==> config.mk <==
export PLATFORM = sky130hd
export DESIGN_NAME = redpitaya_dac_ddr_tx
export DESIGN_NICKNAME = d
export VERILOG_FILES = /design/src/rtl/redpitaya_dac_pkg.sv /design/src/rtl/redpitaya_dac_fifo.sv /design/src/rtl/redpitaya_dac_ddr_tx.sv
export SDC_FILE = /design/constraint.sdc
export NUM_CORES = 1
export LEC_CHECK = 0
export BUFFER_PORTS_ARGS = -buffer_cell sky130_fd_sc_hd__buf_2
export CORE_MARGIN = 1.5
export CORE_UTILIZATION = 30
export DETAILED_ROUTE_END_ITERATION = 7
export PLACE_DENSITY_LB_ADDON = 0.05
export SLEW_MARGIN = 20
export SYNTH_ARGS = -nofsm -noshare
export SYNTH_HDL_FRONTEND = slang
export SYNTH_SLANG_ARGS = --single-unit
==> constraint.sdc <==
create_clock -name dac_clk_i -period 4.1 [get_ports dac_clk_i]
set_clock_uncertainty 0.15 [all_clocks]
set_input_delay 0.615 -clock dac_clk_i [delete_from_list [all_inputs] [get_ports dac_clk_i]]
set_output_delay 0.615 -clock dac_clk_i [all_outputs]
set_load 0.05 [all_outputs]
==> src/rtl/redpitaya_dac_pkg.sv <==
// Shared types and code conversion helpers for the Red Pitaya DAC DDR transmitter.
// Optional feature macro used by the top: REDPITAYA_DAC_UNDERFLOW_CNT_EN.
package redpitaya_dac_pkg;

   typedef enum logic [1:0] {StMute, StWarmup, StRun} dac_state_e;

   // Mid-scale (zero) code in offset binary for a dac_w-bit converter.
   function automatic logic [31:0] mid_scale(input int unsigned dac_w);
      return 32'h1 << (dac_w - 1);
   endfunction

   // Clamp a signed sample to the dac_w-bit two's complement range, then flip the MSB.
   function automatic logic [31:0] sat_offset(input logic signed [31:0] x,
                                              input int unsigned dac_w);
      logic signed [31:0] hi;
      logic signed [31:0] lo;
      logic signed [31:0] y;
      hi = signed'(mid_scale(dac_w) - 32'd1);
      lo = -signed'(mid_scale(dac_w));
      if (x > hi) begin
         y = hi;
      end else if (x < lo) begin
         y = lo;
      end else begin
         y = x;
      end
      return (32'(y) ^ mid_scale(dac_w)) & ((mid_scale(dac_w) << 1) - 32'd1);
   endfunction

endpackage

==> src/rtl/redpitaya_dac_fifo.sv <==
// Synchronous sample-pair FIFO with flush and a registered read port.
module redpitaya_dac_fifo #(
   parameter int unsigned Width = 32,
   parameter int unsigned Depth = 4
) (
   input  logic             clk_i,
   input  logic             rst_i,
   input  logic             flush_i,
   input  logic             wr_en_i,
   input  logic [Width-1:0] wr_data_i,
   input  logic             rd_en_i,
   output logic [Width-1:0] rd_data_o,
   output logic             full_o,
   output logic             empty_o
);

   localparam int unsigned AddrW = $clog2(Depth);

   logic [Width-1:0] mem_q [Depth];
   logic [AddrW:0]   wr_ptr_q;
   logic [AddrW:0]   rd_ptr_q;
   logic [Width-1:0] rd_data_q;
   logic             do_wr;
   logic             do_rd;

   // Extra pointer bit separates full from empty when the address bits match.
   assign empty_o = (wr_ptr_q == rd_ptr_q);
   assign full_o  = (wr_ptr_q[AddrW] != rd_ptr_q[AddrW]) &&
                    (wr_ptr_q[AddrW-1:0] == rd_ptr_q[AddrW-1:0]);
   assign do_wr   = wr_en_i && !full_o;
   assign do_rd   = rd_en_i && !empty_o;
   assign rd_data_o = rd_data_q;

   always_ff @(posedge clk_i) begin
      if (rst_i || flush_i) begin
         wr_ptr_q  <= '0;
         rd_ptr_q  <= '0;
         rd_data_q <= '0;
      end else begin
         if (do_wr) begin
            wr_ptr_q <= wr_ptr_q + 1'b1;
         end
         if (do_rd) begin
            rd_ptr_q  <= rd_ptr_q + 1'b1;
            rd_data_q <= mem_q[rd_ptr_q[AddrW-1:0]];
         end
      end
   end

   always_ff @(posedge clk_i) begin
      if (do_wr) begin
         mem_q[wr_ptr_q[AddrW-1:0]] <= wr_data_i;
      end
   end

endmodule

==> src/rtl/redpitaya_dac_ddr_tx.sv <==
// Two-channel DAC feeder: FIFO, mute/warm-up/run sequencing and offset-binary conversion.
// Define REDPITAYA_DAC_UNDERFLOW_CNT_EN to add the saturating underflow_cnt_o counter.
module redpitaya_dac_ddr_tx
   import redpitaya_dac_pkg::*;
#(
   parameter int unsigned IN_WIDTH      = 16,
   parameter int unsigned DAC_WIDTH     = 14,
   parameter int unsigned FIFO_DEPTH    = 4,
   parameter int unsigned WARMUP_CYCLES = 256
) (
   input  logic                 dac_clk_i,
   input  logic                 dac_rst_i,
   input  logic                 dac_locked_i,
   input  logic                 enable_i,
   input  logic [IN_WIDTH-1:0]  data_a_i,
   input  logic [IN_WIDTH-1:0]  data_b_i,
   input  logic                 data_en_i,
   output logic                 data_rdy_o,
   output logic [DAC_WIDTH-1:0] dac_dat_rise_o,
   output logic [DAC_WIDTH-1:0] dac_dat_fall_o,
   output logic                 dac_sel_rise_o,
   output logic                 dac_sel_fall_o,
   output logic                 dac_wrt_rise_o,
   output logic                 dac_wrt_fall_o,
   output logic                 active_o,
   output logic                 underflow_o
`ifdef REDPITAYA_DAC_UNDERFLOW_CNT_EN
   ,
   output logic [31:0]          underflow_cnt_o
`endif
);

   localparam logic [DAC_WIDTH-1:0] MidScale   = DAC_WIDTH'(mid_scale(DAC_WIDTH));
   localparam logic [15:0]          WarmupLast = 16'(WARMUP_CYCLES - 1);

   dac_state_e              state_q, state_d;
   logic [15:0]             warm_cnt_q, warm_cnt_d;
   logic                    run_ok;
   logic                    fifo_full, fifo_empty, fifo_wr, fifo_rd;
   logic [2*IN_WIDTH-1:0]   fifo_rd_data;
   logic                    pop_valid_q;
   logic signed [31:0]      a_ext, b_ext;
   logic [DAC_WIDTH-1:0]    a_code, b_code;
   logic [DAC_WIDTH-1:0]    dat_rise_q, dat_fall_q;

   assign run_ok     = dac_locked_i && enable_i;
   assign data_rdy_o = ((state_q == StWarmup) || (state_q == StRun)) && !fifo_full;
   assign fifo_wr    = data_en_i && data_rdy_o;
   assign fifo_rd    = (state_q == StRun) && !fifo_empty;
   assign active_o   = (state_q == StRun);
   assign underflow_o = (state_q == StRun) && fifo_empty;

   redpitaya_dac_fifo #(
      .Width (2 * IN_WIDTH),
      .Depth (FIFO_DEPTH)
   ) u_fifo (
      .clk_i     (dac_clk_i),
      .rst_i     (dac_rst_i),
      .flush_i   (!run_ok),
      .wr_en_i   (fifo_wr),
      .wr_data_i ({data_a_i, data_b_i}),
      .rd_en_i   (fifo_rd),
      .rd_data_o (fifo_rd_data),
      .full_o    (fifo_full),
      .empty_o   (fifo_empty)
   );

   // Losing lock or enable overrides every other transition.
   always_comb begin
      state_d    = state_q;
      warm_cnt_d = warm_cnt_q;
      if (!run_ok) begin
         state_d = StMute;
      end else begin
         unique case (state_q)
            StMute: begin
               state_d    = StWarmup;
               warm_cnt_d = '0;
            end
            StWarmup: begin
               if (warm_cnt_q == WarmupLast) begin
                  if (!fifo_empty) begin
                     state_d = StRun;
                  end
               end else begin
                  warm_cnt_d = warm_cnt_q + 16'd1;
               end
            end
            StRun: begin
               state_d = StRun;
            end
            default: begin
               state_d = StMute;
            end
         endcase
      end
   end

   assign a_ext  = {{(32 - IN_WIDTH){fifo_rd_data[2*IN_WIDTH-1]}},
                    fifo_rd_data[2*IN_WIDTH-1:IN_WIDTH]};
   assign b_ext  = {{(32 - IN_WIDTH){fifo_rd_data[IN_WIDTH-1]}}, fifo_rd_data[IN_WIDTH-1:0]};
   assign a_code = DAC_WIDTH'(sat_offset(a_ext, DAC_WIDTH));
   assign b_code = DAC_WIDTH'(sat_offset(b_ext, DAC_WIDTH));

   always_ff @(posedge dac_clk_i) begin
      if (dac_rst_i) begin
         state_q     <= StMute;
         warm_cnt_q  <= '0;
         pop_valid_q <= 1'b0;
         dat_rise_q  <= MidScale;
         dat_fall_q  <= MidScale;
      end else begin
         state_q     <= state_d;
         warm_cnt_q  <= warm_cnt_d;
         pop_valid_q <= fifo_rd && run_ok;
         // Without a fresh pop the last code is held; outside RUN the DAC sits at mid-scale.
         if (state_d != StRun) begin
            dat_rise_q <= MidScale;
            dat_fall_q <= MidScale;
         end else if (pop_valid_q) begin
            dat_rise_q <= a_code;
            dat_fall_q <= b_code;
         end
      end
   end

   assign dac_dat_rise_o = dat_rise_q;
   assign dac_dat_fall_o = dat_fall_q;
   assign dac_wrt_rise_o = 1'b0;
   assign dac_wrt_fall_o = (state_q != StMute);
   assign dac_sel_rise_o = (state_q != StMute);
   assign dac_sel_fall_o = 1'b0;

`ifdef REDPITAYA_DAC_UNDERFLOW_CNT_EN
   logic [31:0] ufl_cnt_q;

   always_ff @(posedge dac_clk_i) begin
      if (dac_rst_i) begin
         ufl_cnt_q <= '0;
      end else if (underflow_o && (ufl_cnt_q != 32'hFFFF_FFFF)) begin
         ufl_cnt_q <= ufl_cnt_q + 32'd1;
      end
   end

   assign underflow_cnt_o = ufl_cnt_q;
`endif

endmodule

==> results.md, run 1 <==
- Outcome: finished clean
- Relative slew slack: 0.400
- Hold Crit Depth: 1
- Post-synthesis compound-gate area fraction: 0.106
- CP endpoint kind: output pin
- GP Congestion: 0.738
- Slew Limit Fails: 0
- YS warnings: 0
- PD cells: 436 mW/mm²
- Area contributors post-synth: edfxtp_1 45%, dfxtp_1 20%, mux4_2 8.4%
- Via density: 4.77
- Post-synth ARST share: 0
- 1st-pass router iterations: 5
- Yosys reg bits: 213
- Area grow syn2layout: 16.7%
- Max cap viols: 0
- Distinct cells, synth: 52
- Cells after Synth: 656
- Hpwl dp: 12200 µm
- Synth Area in Adders: 0.0145
- Width of the die: 172 µm
- Cell row count: 61
- Port Buffers: 69
- Nets: 765
- First-pass GRT wire length: 29800 µm
- Fmax: 368 MHz
- Post-Syn Area: 0.00861 mm²
- Die area: 0.0297 mm²
- CP Max Fanout: 6
- Hold Crit Class: input port to flop
- Vias in the first global route: 5132
- GRT overflow: 0
- CP bufs+invs: 1
- Setup bufs post-CTS: 0
- Post-cts hold buffer count: 0
- R2R setup slack: 1.59 ns
- EDFF count, synth: 128
- R2R Path Start: state_q[1]
- Reg2reg path depth: 6
- Seq/Total Area, Yosys: 0.644
- CP top delay family: flip-flops
- RSZ-0062 raised after global routing: false
- Post-synth top area cell: edfxtp_1
- Worst-Skew Late Latency: 0.53 ns
- Xor/xnor share of the synthesized area: 0.0151
- Worst-Margin Slew: 0.901 ns
- Worst setup SP type: flop
- Deepest clock path buffer count: 3
- Slowest Stage Delay on Critical Path: 0.48 ns
- FILL cells: 2761
- Routed len/inst: 17.0 µm
- Worst Setup Path Type: flop to output pin
- R2R Path End: u_fifo.mem_q[2][23]
- Initial antenna violation count: 0
- Share of the synthesized area in the top cell type: 0.446
- VDD IR max: 0.294 mV
- Core Box Area: 0.0280 mm²
- Final hold violation count: 0
- DRT Wirelength: 19000 µm
- Avg Cell Area, Syn: 13.1 µm²
- All-Layer GR Usage: 0.131
- Worst hold start: data_b_i[1]
- Min-Delay Endpoint: u_fifo.mem_q[0][1]
- H-tree Lvls: 1
- CTS tree: yes
- Top_reg_cell synth: edfxtp_1
- IO Pins: 72
- Slowest CP cell: dfxtp_1
- ANT nets after route: 0
- Synth Area in Simple Gates: 0.0950
- Setup TNS: 0 ns
- Post-route non-filler standard cell count: 1115
- Crit path depth: 4
- Die Ht: 172 µm
- DRC: 0
- Final period util: 0.663
- Worst EP arrival: 1.95 ns
- Placed insts: 1069
- Diode count: 0
- # clock sinks: 213
- Initial Utilization: 0.308
- Routed vias: 5321
- Final setup vio count: 0
- Post-CTS sizing: 0
- Fraction of layout cells with a size suffix above 1: 0.214
- Initial DRC count: 365
- CTS Buf Count: 25
- Leakage: 3.13 nW
- Root Driver: clkbuf_16
- Clock slew at reported path FFs: 0.06 ns
- Largest family of logic cells by synthesized area: compound AO/OA/AOI/OAI gates
- Largest net degree at the start of global routing: 41
- CP cell instances: xor2_1 > nor3_1 > and2_1 > buf_2
- Proportion of synthesized area in mux cells: 0.0860
- Crit path time final: 2.72 ns
- Req. time, crit path: 3.34 ns
power breakdown:
group          switching, mW  internal [mW]
logic                 0.0549         0.0236
clock network          0.854           1.18
registers            0.00200           2.27
per-stage QoR:
| step | power [mW] | area (µm²) | hold slack [ns] | worst slack, ns | util |
|---|---|---|---|---|---|
| global route | 4.55 | 10100 | 0.132 | 1.25 | 0.359 |
| CTS | 4.47 | 10100 | 0.127 | 1.34 | 0.359 |
| global placement | 2.40 | 9290 | 0.300 | 1.53 | 0.331 |
| floorplan | 2.36 | 8620 | 0.286 | 0.952 | - |
| detailed placement | 2.40 | 9290 | 0.298 | 1.53 | 0.332 |
| finish | 4.39 | 10100 | 0.154 | 1.38 | 0.359 |
cell families (layout without fill, tap and decap cells):
kind of cell             after synthesis  in the layout
adder cells (fa/ha/maj)               10             10
multiplexers                          34             34
buffers and inverters                 71            151
AO/OA/AOI/OAI                        139            139
other                                  1              2
flip-flops                           213            213
AND/OR/NAND/NOR                      174            174
XOR/XNOR                              14             14
cell usage in the layout (no fill, tap or decap), drive strengths merged, types with 4 or more instances in the layout:
cell	instances
a211oi	14
a21oi	72
a221oi	14
and2	4
and4	4
buf	79
clkbuf	34
clkinv	11
dfxtp	85
edfxtp	128
ha	10
inv	26
mux4	32
nand2	94
nand3	9
nand4	6
nor2	12
nor3	27
nor4	5
o21ai	4
o21bai	15
o31ai	4
or3	6
xnor2	8
xor2	6
Yosys cell counts, drive strengths merged, types with 2 or more instances:
cell type / instances
edfxtp: 128
nand2: 94
dfxtp: 85
a21oi: 72
mux4: 32
nor3: 27
inv: 25
clkbuf: 23
buf: 22
o21bai: 15
a211oi: 14
a221oi: 14
nor2: 12
ha: 10
nand3: 9
xnor2: 8
nand4: 6
or3: 6
xor2: 6
nor4: 5
and2: 4
and4: 4
o21ai: 4
o31ai: 4
nand2b: 3
o211ai: 3
a2111o: 2
a31oi: 2
mux2i: 2
or4: 2
cell type report:
cell class                      instances  area (µm²)  area share
Sequential cell                       213        5550       0.552
Multi-Input combinational cell        373        2760       0.274
Clock buffer                           34         689      0.0686
Tap cell                              378         473      0.0470
Timing Repair Buffer                   79         420      0.0418
Inverter                               26        97.6     0.00971
Clock inverter                         12        71.3     0.00709
worst max path at each step:
| stage | from | end |
|---|---|---|
| 4_1_cts | u_fifo.wr_ptr_q[0] | underflow_o |
| 3_3_place_gp | warm_cnt_q[0] | dac_dat_rise_o[10] |
| 3_5_place_dp | state_q[1] | u_fifo.mem_q[3][12] |
| 2_1_floorplan | state_q[1] | u_fifo.mem_q[3][0] |
| 5_1_grt | u_fifo.wr_ptr_q[0] | underflow_o |
| 6_report | u_fifo.wr_ptr_q[0] | underflow_o |
routing by layer:
layer	global-route usage	wire [µm]	vias to the layer above
met2	0.190	7840	125
met1	0.199	9790	2583
met4	0.0363	425	0
li1	-	-	2584
met3	0.0224	927	29
met5	0	0	-
state kept, by name (all words and copies together) (netlist names):
register / cells
u_fifo.mem_q: 128
u_fifo.rd_data_o: 32
warm_cnt_q: 16
dac_dat_fall_o: 14
dac_dat_rise_o: 14
u_fifo.rd_ptr_q: 3
u_fifo.wr_ptr_q: 3
state_q: 2
pop_valid_q: 1
No activity file was read; power rests on OpenSTA's default activity.
==> inputs of run 2 (changes only) <==
==> constraint.sdc (replaced) <==
create_clock -name dac_clk_i -period 2.7 [get_ports dac_clk_i]
set_clock_uncertainty 0.15 [all_clocks]
set_input_delay 0.405 -clock dac_clk_i [delete_from_list [all_inputs] [get_ports dac_clk_i]]
set_output_delay 0.405 -clock dac_clk_i [all_outputs]
set_load 0.05 [all_outputs]
==> run 2 against run 1 <==
Critical path depth did not move. Cell area increased by 4.3%. Power grew 55%. Cell count rose by 3.0%. Wire length is 2.0% higher. Register-to-register slack got worse by 1.3 ns. Worst setup slack worse by 1.2 ns. Sequential power up 52%. Core utilization up 1.5 points. Highest routed layer unchanged.
==> results.md, run 2 (same netlist as run 1, synthesis figures left out) <==
- Port Buffers: 69
- # clock sinks: 213
- Hold Crit Depth: 2
- Routed len/inst: 16.8 µm
- GP Congestion: 0.774
- All-Layer GR Usage: 0.136
- Relative slew slack: 0.372
- R2R Path Start: warm_cnt_q[0]
- RSZ-0062 raised after global routing: false
- DRT Wirelength: 19400 µm
- Pwr Total: 6.81 mW
- Diode count: 0
- Setup bufs post-CTS: 0
- Final instance area: 0.0105 mm²
- Final period util: 0.919
- Area grow syn2layout: 21.7%
- Deepest clock path buffer count: 3
- Width of the die: 172 µm
- GRT overflow: 0
- Outcome: finished clean
- Fmax: 403 MHz
- Leakage: 3.30 nW
- Setup TNS: 0 ns
- Largest net degree at the start of global routing: 41
- Cell row count: 61
- H-tree Lvls: 1
- Hold Crit Class: input port to flop
- Worst-Margin Slew: 0.942 ns
- Worst EP arrival: 1.93 ns
- ANT nets after route: 0
- Commonest cells after routing, fill and taps aside: 128 x edfxtp_1, 94 x nand2_1, 84 x dfxtp_1
- Req. time, crit path: 2.14 ns
- Worst setup SP type: flop
- Slew Limit Fails: 0
- Max cap viols: 0
- Die area: 0.0297 mm²
- Initial DRC count: 379
- Min Hold Slack: 0.0439 ns
- Routed vias: 5382
- Clock slew at reported path FFs: 0.06 ns
- Nets: 802
- PD cells: 649 mW/mm²
- Worst hold start: dac_rst_i
- CTS tree: yes
- Crit path time final: 2.48 ns
- Placed insts: 1074
- Post-route non-filler standard cell count: 1149
- Commonest non-fill, non-tap cell in the layout: edfxtp_1
- VDD IR max: 0.439 mV
- Final hold violation count: 0
- Fraction of layout cells with a size suffix above 1: 0.209
- Via density: 4.68
- R2R Path End: dac_dat_fall_o[6]
- CP Max Fanout: 6
- Initial Utilization: 0.308
- Initial antenna violation count: 0
- Root Driver: clkbuf_16
- Worst Setup Path Type: flop to output pin
- Reg2reg path depth: 6
- First-pass GRT wire length: 30800 µm
- Die Ht: 172 µm
- CP endpoint kind: output pin
- Worst-Skew Late Latency: 0.53 ns
- DRC: 0
- DP Area: 0.00939 mm²
- IO Pins: 72
- 1st-pass router iterations: 6
- Core Box Area: 0.0280 mm²
- Max reg flops: 128
- CTS Buf Count: 25
- Vias in the first global route: 5376
- Min-Delay Endpoint: warm_cnt_q[1]
- Final setup vio count: 0
- Hpwl dp: 12500 µm
- R2R setup slack: 0.30 ns
-- run 2: cell types whose count changed in the layout (fill, tap and decap cells not counted), sizes merged --
cell / previous run / this run
buf: 79 / 84
clkbuf: 34 / 32
bufinv: 0 / 2
dlygate4sd3: 0 / 32
clkinv: 11 / 8
-- run 2: repair_timing --
item	4_1_cts	5_1_grt
setup endpoints to repair	0	0
gates resized for setup	0	0
endpoints found under the hold margin	128	0
hold buffers	32	0
-- run 2: worst max path at each step --
stage / to / from / cells after the start / slack, ns
after floorplan: u_fifo.mem_q[1][0] / state_q[1] / 5 / 0.17
after global routing: underflow_o / u_fifo.wr_ptr_q[0] / 4 / 0.05
final: underflow_o / u_fifo.wr_ptr_q[0] / 4 / 0.22
after CTS: underflow_o / u_fifo.wr_ptr_q[0] / 4 / 0.16
after detailed placement: dac_dat_fall_o[6] / warm_cnt_q[0] / 6 / 0.26
after global placement: dac_dat_fall_o[6] / warm_cnt_q[0] / 6 / 0.35
-- run 2: power by group --
group	switching, mW	total (mW)	internal (mW)
sequential	0.00312	3.46	3.45
combinational	0.0875	0.156	0.0681
clock	1.28	3.20	1.92
total	1.37	6.81	5.44
-- run 2: critical path, cell delays in order (launching register included) --
cell and delay (ns):
dfxtp_1 0.46, xor2_1 0.44, nor3_1 0.11, and2_1 0.18
buf_2 0.20
-- run 2: per-stage QoR --
stage          setup WS (ns)  utilization
2_1_floorplan          0.166            -
3_3_place_gp           0.347        0.335
3_5_place_dp           0.261        0.335
4_1_cts                0.164        0.374
5_1_grt               0.0478        0.374
6_report               0.220        0.374
-- run 2: cell type report --
type	count	area (µm²)
Timing Repair Buffer	116	841
Inverter	26	97.6
Sequential cell	213	5550
Fill cell	2720	17500
Multi-Input combinational cell	373	2750
Clock buffer	32	662
Tap cell	378	473
Clock inverter	11	118
-- run 2: metal layers --
metal	vias up	global-route usage	wire length (µm)
met2	105	0.208	8210
met1	2590	0.197	9900
met3	32	0.0222	754
met4	0	0.0363	485
li1	2655	-	-
met5	-	0	0
==> inputs of run 3 (changes only) <==
--- a/config.mk
+++ b/config.mk
@@ -9,7 +9,9 @@
 export CORE_MARGIN = 1.5
 export CORE_UTILIZATION = 30
 export DETAILED_ROUTE_END_ITERATION = 7
+export HOLD_SLACK_MARGIN = 0.1
 export PLACE_DENSITY_LB_ADDON = 0.05
+export RECOVER_POWER = 25
 export SLEW_MARGIN = 20
 export SYNTH_ARGS = -nofsm -noshare
 export SYNTH_HDL_FRONTEND = slang
==> run 3 against run 2 <==
Die area unchanged. Clock-buffer cell count unchanged. Combinational power down 3%. Non-clock buffer count up 1. Sequential cell count unchanged. Via count down 0.15%. Register-to-register slack about the same. Worst setup slack better by 0.0025 ns. Critical path depth unchanged. Core utilization down 0.071 points.
==> results.md, run 3 (same netlist as run 1, synthesis figures left out) <==
- Port Buffers: 69
- Post-CTS sizing: 0
- GP Congestion: 0.774
- Hpwl dp: 12500 µm
- Diode count: 0
- Relative slew slack: 0.367
- Clock slew at reported path FFs: 0.06 ns
- PD cells: 651 mW/mm²
- DP Area: 0.00939 mm²
- Final setup vio count: 0
- Initial DRC count: 426
- Fin util: 0.374
- Via density: 4.67
- GRT overflow: 0
- Deepest clock path buffer count: 3
- Final hold violation count: 0
- H-tree Lvls: 1
- First-pass GRT wire length: 30800 µm
- Fraction of layout cells with a size suffix above 1: 0.177
- Commonest cells after routing, fill and taps aside: 128 x edfxtp_1, 94 x nand2_1, 84 x dfxtp_1
- Slowest CP cell: dfxtp_1
- Routed len/inst: 16.9 µm
- Area grow syn2layout: 21.5%
- Core Box Area: 0.0280 mm²
- CP Max Fanout: 6
- Initial Utilization: 0.308
- Internal power: 5.43 mW
- Req. time, crit path: 2.14 ns
- Initial antenna violation count: 0
- Clock power frac: 0.470
- Worst-Skew Late Latency: 0.53 ns
- Seq pwr share: 0.507
- CTS Buf Count: 25
- Vias in the first global route: 5376
- All-Layer GR Usage: 0.136
- Commonest non-fill, non-tap cell in the layout: edfxtp_1
- Dpl ws: 0.261 ns
- Worst-Margin Slew: 0.950 ns
- CP endpoint kind: output pin
- Max reg flops: 128
- Outcome: finished clean
- Cell row count: 61
- Final instance area: 0.0105 mm²
- 1st-pass router iterations: 5
- Die area: 0.0297 mm²
- Nets: 803
- Worst setup SP type: flop
- Root Driver: clkbuf_16
- DRT Wirelength: 19400 µm
- CTS tree: yes
- IO Pins: 72
- CP cell instances: xor2_1 > nor3_1 > and2_1 > buf_2
- Fmax: 404 MHz
- CP top delay family: flip-flops
- Placed insts: 1074
- Routed vias: 5374
- Max cap viols: 0
- Slew Limit Fails: 0
- Largest net degree at the start of global routing: 41
- Sw Ratio: 0.202
- ANT nets after route: 0
- Min Hold Slack: 0.154 ns
- Pwr Total: 6.81 mW
- DRC: 0
- FILL cells: 2737
- Worst Setup Path Type: flop to output pin
- Final period util: 0.918
- Hold Crit Class: input port to flop
- Worst EP arrival: 1.92 ns
- Crit path time final: 2.48 ns
- CP bufs+invs: 1
- Width of the die: 172 µm
- Sw Pwr: 1.37 mW
- Setup WS post-layout: 0.222 ns
- Slowest Stage Delay on Critical Path: 0.46 ns
- Setup TNS: 0 ns
- Leakage: 3.24 nW
- VDD IR max: 0.437 mV
- Logic pwr share: 0.022
- # clock sinks: 213
- Post-route non-filler standard cell count: 1150
- R2R setup slack: 0.29 ns
- Die Ht: 172 µm
- RSZ-0062 raised after global routing: false
-- run 3: cell types whose count changed in the layout (fill, tap and decap cells not counted) --
cell           change
buf_2             -24
clkbuf_1          +24
dlygate4sd3_1      +1
-- run 3: final timing paths --
kind,startpoint,end,cells past startpoint
setup / recovery,u_fifo.wr_ptr_q[0],underflow_o,4
hold / removal,data_en_i,u_fifo.wr_ptr_q[1],5
setup reg to reg,warm_cnt_q[0],dac_dat_fall_o[6],6
hold reg to reg,u_fifo.rd_data_o[6],u_fifo.rd_data_o[6],2
-- run 3: worst register-to-register path, stage by stage (launching register included) --
cell	delay, ns
dfxtp_1	0.35
ha_1	0.25
and3_1	0.23
and4_1	0.20
a21oi_2	0.72
buf_4	0.32
nor3_1	0.07
-- run 3: final cells by class --
type	instances	area, µm²	share of cell area
clock buffers	32	662	0.0632
flip-flops and latches	213	5550	0.530
clock inverters	11	118	0.0112
repair buffers	117	821	0.0784
well taps	378	473	0.0452
inverters	26	97.6	0.00933
multi-input cells	373	2750	0.263
-- run 3: power groups by stage --
stage	Sequential [mW]	Clock, mW	Combinational [mW]
2_1_floorplan	3.52	0	0.0556
3_3_place_gp	3.52	0	0.120
3_5_place_dp	3.52	0	0.124
4_1_cts	3.45	3.31	0.160
5_1_grt	3.45	3.43	0.169
6_report	3.46	3.20	0.152
-- run 3: what timing repair did --
action / CTS / global route
setup buffers: 0 / 0
hold buffers: 33 / 0
hold endpoints to repair: 130 / 0
-- run 3: per-layer routing --
layer / share of wire / track usage
met1: 0.50 / 0.197
met2: 0.43 / 0.208
met3: 0.041 / 0.0222
met4: 0.025 / 0.0363
met5: 0 / 0
